==> src/rtl/seq_divider_pkg.sv <==
// Shared types and constants for the sequential restoring divider.
// Optional two's-complement mode is selected with SEQ_DIVIDER_SIGNED_EN.
package seq_divider_pkg;

  typedef enum logic [1:0] {
    IDLE = 2'd0,
    BUSY = 2'd1,
    DONE = 2'd2
  } state_t;

  localparam int DIV_WIDTH_DEFAULT = 64;

  // Widest datapath the divide-by-zero constant covers; callers cast down.
  localparam int DIV_WIDTH_MAX = 256;

  function automatic logic [DIV_WIDTH_MAX-1:0] dbz_quotient();
    return '1;
  endfunction

endpackage

==> src/rtl/seq_divider_step.sv <==
// One combinational radix-2 restoring step: shift in a dividend bit,
// trial-subtract the divisor, keep the difference when it does not borrow.
module div_step #(
  parameter int WIDTH = 64
) (
  input  logic [WIDTH-1:0] rem_in,
  input  logic             dividend_bit,
  input  logic [WIDTH-1:0] divisor,
  output logic [WIDTH-1:0] rem_out,
  output logic             q_bit
);

  logic [WIDTH-1:0] shifted;
  logic [WIDTH:0]   trial;

  assign shifted = {rem_in[WIDTH-2:0], dividend_bit};
  assign trial   = {1'b0, shifted} - {1'b0, divisor};

  // rem_in < divisor, so a bit shifted out of the top means the true
  // difference is positive even though the low WIDTH+1 bits borrowed.
  assign q_bit   = rem_in[WIDTH-1] | ~trial[WIDTH];
  assign rem_out = q_bit ? trial[WIDTH-1:0] : shifted;

endmodule

==> src/rtl/seq_divider.sv <==
// Sequential radix-2 restoring divider with op_start/op_clear/op_done handshake.
// Define SEQ_DIVIDER_SIGNED_EN for two's-complement operands (truncating division).
module seq_divider
  import seq_divider_pkg::*;
#(
  parameter int WIDTH = DIV_WIDTH_DEFAULT,
  parameter int CNT_W = $clog2(WIDTH) + 1
) (
  input  logic             clk,
  input  logic             reset,
  input  logic [WIDTH-1:0] dividend,
  input  logic [WIDTH-1:0] divisor,
  input  logic             op_start,
  input  logic             op_clear,
  output logic             op_done,
  output logic [WIDTH-1:0] quotient,
  output logic [WIDTH-1:0] remainder,
  output logic             div_by_zero
);

  localparam logic [CNT_W-1:0] LAST_CNT = CNT_W'(WIDTH - 1);

  state_t           state_reg, state_next;
  logic [CNT_W-1:0] cnt_reg;
  logic [WIDTH-1:0] divisor_reg;
  logic [WIDTH-1:0] quo_reg;
  logic [WIDTH-1:0] rem_reg;
  logic [WIDTH-1:0] quotient_reg;
  logic [WIDTH-1:0] remainder_reg;
  logic             done_reg;
  logic             dbz_reg;

  logic             accept;
  logic             step;
  logic             finish;
  logic             dbz_load;

  logic [WIDTH-1:0] dvd_mag;
  logic [WIDTH-1:0] dvs_mag;
  logic [WIDTH-1:0] step_rem;
  logic             step_q;
  logic [WIDTH-1:0] quo_next;
  logic [WIDTH-1:0] q_final;
  logic [WIDTH-1:0] r_final;

`ifdef SEQ_DIVIDER_SIGNED_EN
  logic neg_q_reg;
  logic neg_r_reg;

  assign dvd_mag = dividend[WIDTH-1] ? -dividend : dividend;
  assign dvs_mag = divisor[WIDTH-1]  ? -divisor  : divisor;
  assign q_final = neg_q_reg ? -quo_next : quo_next;
  assign r_final = neg_r_reg ? -step_rem : step_rem;
`else
  assign dvd_mag = dividend;
  assign dvs_mag = divisor;
  assign q_final = quo_next;
  assign r_final = step_rem;
`endif

  div_step #(
    .WIDTH(WIDTH)
  ) u_step (
    .rem_in      (rem_reg),
    .dividend_bit(quo_reg[WIDTH-1]),
    .divisor     (divisor_reg),
    .rem_out     (step_rem),
    .q_bit       (step_q)
  );

  // The dividend shifts out of quo_reg's top while quotient bits enter its bottom.
  assign quo_next = {quo_reg[WIDTH-2:0], step_q};

  always_ff @(posedge clk) begin
    if (reset) begin
      state_reg <= IDLE;
    end else begin
      state_reg <= state_next;
    end
  end

  always_comb begin
    state_next = state_reg;
    if (op_clear) begin
      state_next = IDLE;
    end else begin
      case (state_reg)
        IDLE:    if (op_start) state_next = (divisor == '0) ? DONE : BUSY;
        BUSY:    if (cnt_reg == LAST_CNT) state_next = DONE;
        DONE:    state_next = DONE;
        default: state_next = IDLE;
      endcase
    end
  end

  // A zero divisor enters DONE with op_done still low; the result is
  // published on the following edge, giving the one-cycle flagged latency.
  always_comb begin
    accept   = 1'b0;
    step     = 1'b0;
    finish   = 1'b0;
    dbz_load = 1'b0;
    if (!op_clear) begin
      case (state_reg)
        IDLE: accept = op_start;
        BUSY: begin
          step   = 1'b1;
          finish = (cnt_reg == LAST_CNT);
        end
        DONE:    dbz_load = ~done_reg;
        default: ;
      endcase
    end
  end

  always_ff @(posedge clk) begin
    if (reset || op_clear) begin
      cnt_reg       <= '0;
      divisor_reg   <= '0;
      quo_reg       <= '0;
      rem_reg       <= '0;
      quotient_reg  <= '0;
      remainder_reg <= '0;
      done_reg      <= 1'b0;
      dbz_reg       <= 1'b0;
`ifdef SEQ_DIVIDER_SIGNED_EN
      neg_q_reg     <= 1'b0;
      neg_r_reg     <= 1'b0;
`endif
    end else if (accept) begin
      cnt_reg     <= '0;
      divisor_reg <= dvs_mag;
      quo_reg     <= dvd_mag;
      // Raw dividend parked here is the divide-by-zero remainder.
      rem_reg     <= (divisor == '0) ? dividend : '0;
`ifdef SEQ_DIVIDER_SIGNED_EN
      neg_q_reg   <= dividend[WIDTH-1] ^ divisor[WIDTH-1];
      neg_r_reg   <= dividend[WIDTH-1];
`endif
    end else if (step) begin
      cnt_reg <= cnt_reg + CNT_W'(1);
      quo_reg <= quo_next;
      rem_reg <= step_rem;
      if (finish) begin
        done_reg      <= 1'b1;
        quotient_reg  <= q_final;
        remainder_reg <= r_final;
      end
    end else if (dbz_load) begin
      done_reg      <= 1'b1;
      dbz_reg       <= 1'b1;
      quotient_reg  <= WIDTH'(dbz_quotient());
      remainder_reg <= rem_reg;
    end
  end

  assign op_done     = done_reg;
  assign div_by_zero = dbz_reg;
  assign quotient    = quotient_reg;
  assign remainder   = remainder_reg;

endmodule
==> config.mk <==
export PLATFORM = sky130hd
export DESIGN_NAME = seq_divider
export DESIGN_NICKNAME = d
export VERILOG_FILES = /design/src/rtl/seq_divider_pkg.sv /design/src/rtl/seq_divider_step.sv /design/src/rtl/seq_divider.sv
export SDC_FILE = /design/constraint.sdc
export NUM_CORES = 1
export LEC_CHECK = 0
export ABC_AREA = 1
export CAP_MARGIN = 30
export CELL_PAD_IN_SITES_DETAIL_PLACEMENT = 0
export CELL_PAD_IN_SITES_GLOBAL_PLACEMENT = 1
export CORE_AREA = 2 2 217 219
export DETAILED_ROUTE_END_ITERATION = 7
export DIE_AREA = 0 0 219 221
export PLACE_DENSITY_LB_ADDON = 0.1
export SLEW_MARGIN = 5
export SYNTH_ARGS = -nofsm -noshare
export SYNTH_HDL_FRONTEND = slang
export SYNTH_SLANG_ARGS = --single-unit
==> constraint.sdc <==
create_clock -name clk -period 7.19 [get_ports clk]
set_input_delay 1.7975 -clock clk [delete_from_list [all_inputs] [get_ports clk]]
set_output_delay 1.7975 -clock clk [all_outputs]
set_load 0.05 [all_outputs]
======== Yosys cells after proc, flatten, opt, wreduce, memory -nomap -nowiden ========
Cells that the tools add are included.
word-level totals
  register bits after elaboration ......... 331
  output and inout port bits .............. 130
  word-level logic and storage cells ...... 59
cells by class
  $add $sub $neg .......................... 2
  eq/ne operators ......................... 6
  muxes and demuxes ....................... 27
  bitwise gates (word level) .............. 5
  reductions and logical operators ........ 10
operators with widths
  kind                 count
  $mux 64              12
  $sub 64x64->65       1
  $logic_not 64->1     1
  $mux 1               11
  $add 7x1->7 const B  1
  $eq 7x6->1 const B   1
  $mux 2               3
  $pmux 2 s3           1
  $reduce_and 3->1     2
  $ne 2x2->1 const B   2
  $not 1->1            4
  $reduce_bool 2->1    2
  $reduce_or 2->1      2
  $eq 2x1->1 const B   1
  $eq 2x2->1 const B   1
  $logic_not 2->1      1
  $ne 2x1->1 const B   1
  $reduce_and 2->1     1
  $logic_or 1x1->1     1
  $or 1x1->1           1

======== Logic depth before layout (Yosys ltp) ========
Gate-level depths: netlist (run 1).
  depth after elaboration ................. 6
  depth in mapped cells ................... 20
  mapped depth without buffers ............ 20

======== Modules after synthesis ========
A second synthesis (run 1) with hierarchy kept.
second synthesis, totals
  cell total of the unflattened synthesis .. 3496
  area total of the unflattened synthesis .. 20644.8 um^2
by module, submodules not included
  module       times used  cells an instance  area each (um^2)  seq. area each (um^2)
  seq_divider  1           1902               13421.6           6626.4
  div_step     1           1594               7223.2            0.0

======== Least setup slack after synthesis (run 1) ========
OpenSTA, ideal clock, no wires.
  path kind ............................... input port to flip-flop
  start point ............................. input port op_clear
  end point ............................... register remainder_reg[31] (netlist: remainder[31])
  library setup time ...................... 0.122 ns
  arrival ................................. 3.163 ns
  data required time ...................... 7.068 ns
  setup slack ............................. 3.905 ns
  stages on the path ...................... 10
  buffers on the path ..................... 2
  path through ............................ nor2_1 > nor2_4 > inv_2 > nor4_2 > nor2_2 > inv_2 > buf_4 > clkbuf_1 > o21ai_0 > a21oi_1
on the way
  word-level cells in the longest chain between the ends .. 3
ends and longest elaborated chain
  what                                                 RTL line            text
  from (decl)                                          seq_divider.sv:14   input logic op_clear,
  $mux 1                                               seq_divider.sv:103  if (!op_clear) begin
  $ne 2x1->1 (no source line) (tied with other cells)  --
  $reduce_and 3->1 (no source line)                    --
  to (signal assigned)                                 seq_divider.sv:147  remainder_reg <= r_final;
  to (signal assigned)                                 seq_divider.sv:153  remainder_reg <= rem_reg;
  to (decl)                                            seq_divider.sv:29   logic [WIDTH-1:0] remainder_reg;
Several ways; a longest one is shown, not always the timed one.
A chain may end at the register's enable or synchronous reset.

======== Worst setup path after layout (run 1) ========
  start point ............................. input port op_clear
  end point ............................... register rem_reg[14]
on the way
  word-level cells in the longest chain between the ends .. 2
ends and longest elaborated chain
  what                                                 RTL line            text
  $mux 1                                               seq_divider.sv:103
  $mux 64 / $reduce_bool 2->1 (equally long branches)  --
  to (signal assigned)                                 seq_divider.sv:135  rem_reg <= (divisor == '0) ? dividend : '0;
  to (signal assigned)                                 seq_divider.sv:143  rem_reg <= step_rem;
  to (decl)                                            seq_divider.sv:27   logic [WIDTH-1:0] rem_reg;
Several ways; a longest one is shown, not always the timed one.

==> run summary, run 1 <==
RUN STATUS
---------------------------------------------------------------------------
Status .......................................................    completed

SYNTHESIS
---------------------------------------------------------------------------
Instance count of the mapped netlist .........................        2,958
Yosys reg bits ...............................................          331
Synthesized area per cell ....................................     6.44 µm²
Unique masters post-synth ....................................           43
Net count after synthesis ....................................        3,160
Number of warnings reported in the yosys synthesis log .......            0
Fraction of the yosys area taken by sequential cells .........        0.348
Post-synthesis instance area .................................   0.0191 mm²

CTS
---------------------------------------------------------------------------
Total setup buffers inserted after CTS .......................            0
TritonCTS clock tree .........................................          yes
Clock tree root buffer cell .................................. sky130_fd_sc_hd__clkbuf_16
Clock transition at the registers of the reported paths ......      0.06 ns
Number of clock sinks ........................................          331
Hold bufs inserted after CTS .................................            0
Longest Clk Path Bufs ........................................            3
H-tree depth .................................................            2
Number of resized instances in the post-cts repair step ......            0
TritonCTS Buffers ............................................           40
Worst-Skew Late Latency ......................................      0.61 ns

STA
---------------------------------------------------------------------------
Max Transition Viols Final ...................................            0
Final Critical Period ........................................      3.95 ns
Final WS setup ...............................................      3.24 ns
Total setup violations reported at the end of the flow .......            0
Maximum clock skew at final layout ...........................    0.0357 ns
Timing-limited maximum frequency .............................    0.253 GHz
Final period utilization .....................................        0.549
Measured slew at the worst slew-check pin ....................     0.943 ns
RSZ-0062 raised after global routing .........................           no
Setup TNS ....................................................         0 ns
Max_slew headroom ............................................        0.371
Final Hold Viols .............................................            0

FLOORPLANNING
---------------------------------------------------------------------------
Number of core rows ..........................................           79
Die height ...................................................       221 µm
Starting density of the core .................................        0.414
Core area ....................................................   0.0461 mm²
Top-level port count .........................................          262
Die X ........................................................       219 µm
Floorplan die area ...........................................   0.0484 mm²

FINAL LAYOUT
---------------------------------------------------------------------------
Fraction of final layout cells sized beyond drive strength 1 .       0.0423
Sequential cell area in the final layout .....................  0.00663 mm²
Layout-stage area growth over the synthesis result ...........        22.9%
Net count of the finished layout .............................        3,339
Filler cells .................................................        4,779
Area of the multi-input gates ................................   0.0102 mm²
Summed area of non-filler cells in the final layout ..........   0.0234 mm²

HOLD PATH
---------------------------------------------------------------------------
Worst hold start .............................................  quo_reg[32]
Min-Delay Path Class ......................................... register to register

GRT
---------------------------------------------------------------------------
Remaining global-route overflow ..............................            0
Maximum number of pins on one net before global-route repair .          175
First-pass GRT wire length ...................................   113,000 µm
Overall fraction of global-route tracks in use ...............        0.304
Vias in the first global route ...............................       19,000
Antenna violations before repair .............................            0

CRITICAL PATH
---------------------------------------------------------------------------
Worst setup startpoint .......................................     op_clear
Category of the most critical setup path ..................... input pin to register
Maximum fanout encountered on the critical timing path .......           49
Arrival time worst endpoint ..................................      4.45 ns
Startpoint Class .............................................    input pin
Reg-to-reg startpoint ........................................  quo_reg[63]
CP Data Required Time ........................................      7.69 ns
Crit end category ............................................     register

DETAILED ROUTING
---------------------------------------------------------------------------
Routed Antenna Nets ..........................................            0
Average wire per cell in the routed design ...................      19.9 µm
Top layer reached by signal wires ............................         met4
Starting DRT DRC Count .......................................        1,827
Number of vias per cell after detailed routing ...............         5.36
Routed met3 length ...........................................      5780 µm
Number of remaining DRC errors ...............................            0
Total detailed-routing wirelength ............................    75,100 µm
Via Count ....................................................       20,200
Length of the first detailed-routing pass in iterations ......            6
M1 WL ........................................................    35,700 µm
DR WL met2 ...................................................    31,800 µm

PWR
---------------------------------------------------------------------------
Power density normalized to cell area ........................   197 mW/mm²
Pwr Total ....................................................    0.00462 W
Max VDD drop .................................................   0.000147 V
Total leakage power ..........................................      10.6 nW

JOB
---------------------------------------------------------------------------
Max-Cap Viols ................................................            0

PLACE
---------------------------------------------------------------------------
Post-DP HPWL .................................................    55,800 µm
Number of input and output port buffers inserted .............          261
Gpl congestion ...............................................        0.982
Minimum setup slack after placement ..........................      2.41 ns
Placed cell areas ............................................   0.0221 mm²

## cell usage after synthesis (all sizes together)
master / count / area share
o21bai: 19 / 0.0075
nor3b: 1 / 0.00039
or2: 5 / 0.0016
fa: 1 / 0.0011
inv: 451 / 0.089
a21oi: 330 / 0.087
ha: 69 / 0.045
a211oi: 1 / 0.00039
xnor2: 29 / 0.013
nand3: 111 / 0.029
nor2: 222 / 0.045
o21ai: 467 / 0.12
nor3: 20 / 0.0053
clkbuf: 111 / 0.022
and2: 2 / 0.00066
dfxtp: 331 / 0.35
o2bb2ai: 1 / 0.00046
nand2: 655 / 0.13
nand3b: 1 / 0.00039
o22ai: 15 / 0.0049
a31oi: 5 / 0.0016
o21a: 2 / 0.00079
buf: 31 / 0.0097
nor4: 16 / 0.0056
xor2: 2 / 0.00092
nand4: 21 / 0.0069
o211ai: 39 / 0.022
## worst max-delay path, cell delays in order
cell                              delay, ns
sky130_fd_sc_hd__clkdlybuf4s50_1       0.62
sky130_fd_sc_hd__nor2_4                0.68
sky130_fd_sc_hd__buf_4                 0.57
sky130_fd_sc_hd__nand2_1               0.34
sky130_fd_sc_hd__o21ai_0               0.23
sky130_fd_sc_hd__nand2_1               0.07
sky130_fd_sc_hd__o21ai_0               0.10
## per-layer routing
| layer | up-vias | global-route usage |
|---|---|---|
| met5 | - | 0 |
| met1 | 9492 | 0.451 |
| met4 | 0 | 0.0813 |
| met2 | 693 | 0.451 |
| li1 | 9966 | - |
| met3 | 91 | 0.0493 |
## worst paths after layout
kind              depth (start not counted)  slack, ns      endpoint
setup / recovery                          7       3.24   rem_reg[14]
hold / removal                            2       0.45  quotient[33]
setup reg to reg                         18       3.49  remainder[4]
hold reg to reg                           2       0.45  quotient[33]
## cell families after synthesis
group / share of synthesized area
adder cells (fa/ha/maj): 0.0464
XOR/XNOR: 0.0142
AO/OA/AOI/OAI: 0.247
flip-flops: 0.348
AND/OR/NAND/NOR: 0.224
buffers and inverters: 0.120
## placed cells by master (no fill, tap or decap), types with 2 or more instances in the layout
cell	count
sky130_fd_sc_hd__clkinv_2	8
sky130_fd_sc_hd__diode_2	2
sky130_fd_sc_hd__or2_2	4
sky130_fd_sc_hd__o21ai_0	395
sky130_fd_sc_hd__buf_4	13
sky130_fd_sc_hd__inv_6	3
sky130_fd_sc_hd__o21a_1	2
sky130_fd_sc_hd__clkbuf_1	5
sky130_fd_sc_hd__clkdlybuf4s50_1	261
sky130_fd_sc_hd__ha_1	69
sky130_fd_sc_hd__nor2_1	213
sky130_fd_sc_hd__o211ai_2	24
sky130_fd_sc_hd__inv_1	445
sky130_fd_sc_hd__inv_2	4
sky130_fd_sc_hd__nor3_1	20
sky130_fd_sc_hd__a31oi_1	5
sky130_fd_sc_hd__nand4_1	21
sky130_fd_sc_hd__buf_12	4
sky130_fd_sc_hd__o22ai_1	15
sky130_fd_sc_hd__nand2_2	3
sky130_fd_sc_hd__xnor2_1	29
sky130_fd_sc_hd__clkinvlp_4	3
sky130_fd_sc_hd__xor2_1	2
sky130_fd_sc_hd__nor2_4	6
sky130_fd_sc_hd__nor2_2	3
sky130_fd_sc_hd__o21bai_1	19
sky130_fd_sc_hd__clkbuf_16	40
sky130_fd_sc_hd__nand2_1	651
sky130_fd_sc_hd__dfxtp_1	331
sky130_fd_sc_hd__nor4_1	15
sky130_fd_sc_hd__clkbuf_8	11
sky130_fd_sc_hd__o211ai_1	15
sky130_fd_sc_hd__a21oi_1	329
sky130_fd_sc_hd__nand3_1	110
sky130_fd_sc_hd__clkinv_16	2
sky130_fd_sc_hd__o21ai_1	72
## power breakdown
| group | internal (W) | switching (W) |
|---|---|---|
| registers | 0.00186 | 0.00000840 |
| logic | 0.000211 | 0.000470 |
| clock network | 0.00119 | 0.000881 |
## cell type report
cell class / instances / area share
inverter: 451 / 0.0724
timing repair buffer: 279 / 0.120
tap: 607 / 0.0324
sequential: 331 / 0.283
multi-input combinational: 2034 / 0.435
antenna: 2 / 0.000214
clock inverter: 15 / 0.00721
clock buffer: 56 / 0.0500
## stage by stage
step / hold slack, ns / utilization / cells
2_1_floorplan: 0.435 / - / 2958
3_3_place_gp: 0.450 / 0.478 / 3699
3_5_place_dp: 0.458 / 0.479 / 3701
4_1_cts: 0.459 / 0.508 / 3772
5_1_grt: 0.482 / 0.509 / 3773
6_report: 0.454 / 0.509 / 3775
Power figures use the tool's default switching activity.
==> run 2, diff against run 1 <==
--- a/config.mk
+++ b/config.mk
@@ -9,9 +9,9 @@
 export CAP_MARGIN = 30
 export CELL_PAD_IN_SITES_DETAIL_PLACEMENT = 0
 export CELL_PAD_IN_SITES_GLOBAL_PLACEMENT = 1
-export CORE_AREA = 2 2 217 219
+export CORE_AREA = 2 2 225 227
 export DETAILED_ROUTE_END_ITERATION = 7
-export DIE_AREA = 0 0 219 221
+export DIE_AREA = 0 0 227 229
 export PLACE_DENSITY_LB_ADDON = 0.1
 export SLEW_MARGIN = 5
 export SYNTH_ARGS = -nofsm -noshare
==> constraint.sdc (replaced) <==
create_clock -name clk -period 3.8 [get_ports clk]
set_input_delay 0.95 -clock clk [delete_from_list [all_inputs] [get_ports clk]]
set_output_delay 0.95 -clock clk [all_outputs]
set_load 0.05 [all_outputs]
==> run 2 against run 1 <==
Against the previous run:
- setup slack got worse by 2.7 ns
- critical path type is now register to register
- count of clock-buffer cells in the layout is the same
- sequential power grew 89%
- combinational power grew 94%
- via count fell by 0.31%
- largest cell class unchanged
- utilization decreased by 3.6 points
- non-clock buffer count grew 12
- register-to-register slack got worse by 3.0 ns
==> run summary, run 2 (synthesis gave the netlist of run 1 again) <==
FINAL LAYOUT
------------------------------------------------------------------------------
Top library cells by usage in the layout, fill and taps aside ... sky130_fd_sc_hd__nand2_1 (651), sky130_fd_sc_hd__inv_1 (445), sky130_fd_sc_hd__o21ai_0 (395)   unchanged
Fraction of final layout cells sized beyond drive strength 1 ....       0.0413   was 0.0423
Summed area of non-filler cells in the final layout .............   0.0235 mm²   was 0.0234 mm²
Net count of the finished layout ................................        3,350   was 3,339
Leading cell type in the layout, fill and taps excluded ......... sky130_fd_sc_hd__nand2_1   unchanged
Number of antenna repair diodes .................................            0   was 2
Layout-stage area growth over the synthesis result ..............        23.1%   was 22.9%

HOLD PATH
------------------------------------------------------------------------------
Endpoint, Worst Hold ............................................ divisor_reg[2]   was quotient[33]
Worst hold start ................................................ divisor_reg[2]   was quo_reg[32]
Number of cells traversed by the worst hold path ................            2   unchanged
Min-Delay Path Class ............................................ register to register   unchanged

CRITICAL PATH
------------------------------------------------------------------------------
Series of cell instances along the critical path ................ ha_1 > nand2_1 > nor2_1 > inv_1 > nor3_1 > nand2_1 > nand3_1 > nand2_1 > nand2_1 > nand2_1 > nand3_1 > nand2_1 > a21oi_1   was clkdlybuf4s50_1 > nor2_4 > buf_4 > nand2_1 > o21ai_0 > nand2_1 > o21ai_0
Highest cell delay on the worst timing path .....................      0.52 ns   was 0.68 ns
Most frequent cell on the critical path ......................... sky130_fd_sc_hd__nand2_1
Cell with the largest stage delay on the worst path ............. sky130_fd_sc_hd__nor3_1   was sky130_fd_sc_hd__nor2_4
Endpoint of the worst-slack reg-to-reg timing path .............. remainder[61]   was remainder[4]
Buf/Inv on CP ...................................................            1   was 2
Reg-to-reg startpoint ...........................................  rem_reg[27]   was quo_reg[63]
Logic depth of the worst register-to-register path ..............           13   was 18
Gate family responsible for the most delay along the worst path . simple AND/OR/NAND/NOR gates   was buffers and inverters
Maximum fanout encountered on the critical timing path ..........            4   was 49
Category of the most critical setup path ........................ register to register   was input pin to register
CP Data Required Time ...........................................      4.29 ns   was 7.69 ns
Crit end category ...............................................     register   unchanged
Startpoint Class ................................................     register   was input pin
Arrival time worst endpoint .....................................      3.76 ns   was 4.45 ns
Setup slack of the most critical reg-to-reg path ................      0.53 ns   was 3.49 ns

FLOORPLANNING
------------------------------------------------------------------------------
Number of core rows .............................................           82   was 79
Top-level port count ............................................          262   unchanged
Starting density of the core ....................................        0.384   was 0.414
Die height ......................................................       229 µm   was 221 µm
Core area .......................................................   0.0497 mm²   was 0.0461 mm²
Die X ...........................................................       227 µm   was 219 µm
Floorplan die area ..............................................   0.0520 mm²   was 0.0484 mm²

CTS
------------------------------------------------------------------------------
Worst-Skew Late Latency .........................................      0.57 ns   was 0.61 ns
TritonCTS Buffers ...............................................           39   was 40
Hold bufs inserted after CTS ....................................            0   unchanged
Longest Clk Path Bufs ...........................................            3   unchanged
H-tree depth ....................................................            2   unchanged
TritonCTS clock tree ............................................          yes   unchanged
Number of clock sinks ...........................................          331   unchanged
Clock tree root buffer cell ..................................... sky130_fd_sc_hd__clkbuf_16   unchanged
Clock transition at the registers of the reported paths .........      0.06 ns   about the same
Number of resized instances in the post-cts repair step .........            0   unchanged
Total setup buffers inserted after CTS ..........................            0   unchanged

GRT
------------------------------------------------------------------------------
Remaining global-route overflow .................................            0   unchanged
First-pass GRT wire length ......................................   116,000 µm   was 113,000 µm
Maximum number of pins on one net before global-route repair ....          143   was 175
Antenna violations before repair ................................            0   unchanged
Overall fraction of global-route tracks in use ..................        0.294   was 0.304
Vias in the first global route ..................................       19,100   was 19,000

STA
------------------------------------------------------------------------------
Timing-limited maximum frequency ................................    0.306 GHz
Max_slew headroom ...............................................        0.361   was 0.371
Final Hold Viols ................................................            0   unchanged
Maximum clock skew at final layout ..............................    0.0209 ns   was 0.0357 ns
Fin Hold WS .....................................................     0.462 ns   was 0.454 ns
Measured slew at the worst slew-check pin .......................     0.959 ns   was 0.943 ns
Final Critical Period ...........................................      3.27 ns
Final period utilization ........................................        0.860
Total setup violations reported at the end of the flow ..........            0   unchanged
Setup TNS .......................................................         0 ns   unchanged
RSZ-0062 raised after global routing ............................           no   unchanged
Max Transition Viols Final ......................................            0   unchanged

DETAILED ROUTING
------------------------------------------------------------------------------
Via Count .......................................................       20,200   about the same
M1 WL ...........................................................    37,500 µm   was 35,700 µm
Average wire per cell in the routed design ......................      20.2 µm   was 19.9 µm
Starting DRT DRC Count ..........................................        1,737   was 1,827
Routed met3 length ..............................................      5750 µm   was 5780 µm
Number of vias per cell after detailed routing ..................         5.25   was 5.36
Length of the first detailed-routing pass in iterations .........            5   was 6
Top layer reached by signal wires ...............................         met4   unchanged
Routed Antenna Nets .............................................            0   unchanged
DR WL met2 ......................................................    32,400 µm   was 31,800 µm
Total detailed-routing wirelength ...............................    77,500 µm   was 75,100 µm
Number of remaining DRC errors ..................................            0   unchanged

PWR
------------------------------------------------------------------------------
Power density normalized to cell area ...........................   357 mW/mm²   was 197 mW/mm²
Max VDD drop ....................................................   0.000355 V   was 0.000147 V
Total leakage power .............................................      10.6 nW   about the same

PLACE
------------------------------------------------------------------------------
Number of input and output port buffers inserted ................          261   unchanged
Gpl congestion ..................................................        0.956   was 0.982
Placed cell areas ...............................................   0.0223 mm²   was 0.0221 mm²
Post-DP HPWL ....................................................    58,900 µm   was 55,800 µm

RUN STATUS
------------------------------------------------------------------------------
Status ..........................................................    completed   unchanged

JOB
------------------------------------------------------------------------------
Max-Cap Viols ...................................................            0   unchanged

[run 2: cell count changes in the layout (fill, tap and decap cells not counted), moves of 2 or more]
cell	before	now
sky130_fd_sc_hd__inv_6	3	1
sky130_fd_sc_hd__diode_2	2	0
sky130_fd_sc_hd__clkbuf_1	5	12
sky130_fd_sc_hd__clkinvlp_4	3	0
sky130_fd_sc_hd__clkbuf_8	11	5
sky130_fd_sc_hd__buf_4	13	19
sky130_fd_sc_hd__clkinv_16	2	0
sky130_fd_sc_hd__buf_12	4	11
[run 2: metrics by stage]
step / total power, W / utilization / setup WS (ns) / cells
after floorplan: 0.00438 / - / 1.36 / 2958
after global placement: 0.00491 / 0.449 / 0.514 / 3779
after detailed placement: 0.00491 / 0.449 / 0.516 / 3779
after CTS: 0.00844 / 0.472 / 0.555 / 3842
after global routing: 0.00869 / 0.472 / 0.437 / 3842
final: 0.00837 / 0.472 / 0.530 / 3842
[run 2: worst max-delay path by stage]
stage / start / endpoint / depth (start not counted)
2_1_floorplan: op_clear / remainder[31] / 10
3_3_place_gp: divisor[34] / rem_reg[63] / 12
3_5_place_dp: divisor[42] / rem_reg[63] / 13
4_1_cts: rem_reg[27] / remainder[61] / 13
5_1_grt: rem_reg[27] / remainder[61] / 13
6_report: rem_reg[27] / remainder[61] / 13
[run 2: where the power goes]
part           switching [W]  total [W]  internal [W]
clock                0.00153    0.00351       0.00199
sequential         0.0000161    0.00353       0.00352
combinational       0.000916    0.00132      0.000407
total                0.00246    0.00837       0.00591
[run 2: routing by layer]
layer / up-vias / global-route usage
li1: 9968 / -
met1: 9453 / 0.443
met2: 674 / 0.430
met3: 84 / 0.0509
met4: 0 / 0.0760
met5: - / 0
[run 2: final cells by class]
type | instances | area [µm²]
flip-flops and latches | 331 | 6630
fillers | 5284 | 26200
repair buffers | 291 | 2980
multi-input cells | 2034 | 10200
clock buffers | 56 | 1090
well taps | 672 | 841
inverters | 451 | 1700
clock inverters | 7 | 53.8
[run 2: worst min-delay path: stages, from the launching register on]
cell,delay (ns)
sky130_fd_sc_hd__dfxtp_1,0.30
sky130_fd_sc_hd__inv_1,0.06
sky130_fd_sc_hd__a21oi_1,0.06
==> run 3, diff against run 2 <==
--- a/config.mk
+++ b/config.mk
@@ -6,7 +6,7 @@
 export NUM_CORES = 1
 export LEC_CHECK = 0
 export ABC_AREA = 1
-export CAP_MARGIN = 30
+export CAP_MARGIN = 0
 export CELL_PAD_IN_SITES_DETAIL_PLACEMENT = 0
 export CELL_PAD_IN_SITES_GLOBAL_PLACEMENT = 1
 export CORE_AREA = 2 2 225 227
==> results of run 3 <==
The final DEF is identical to that of run 2; final timing and power are the same.
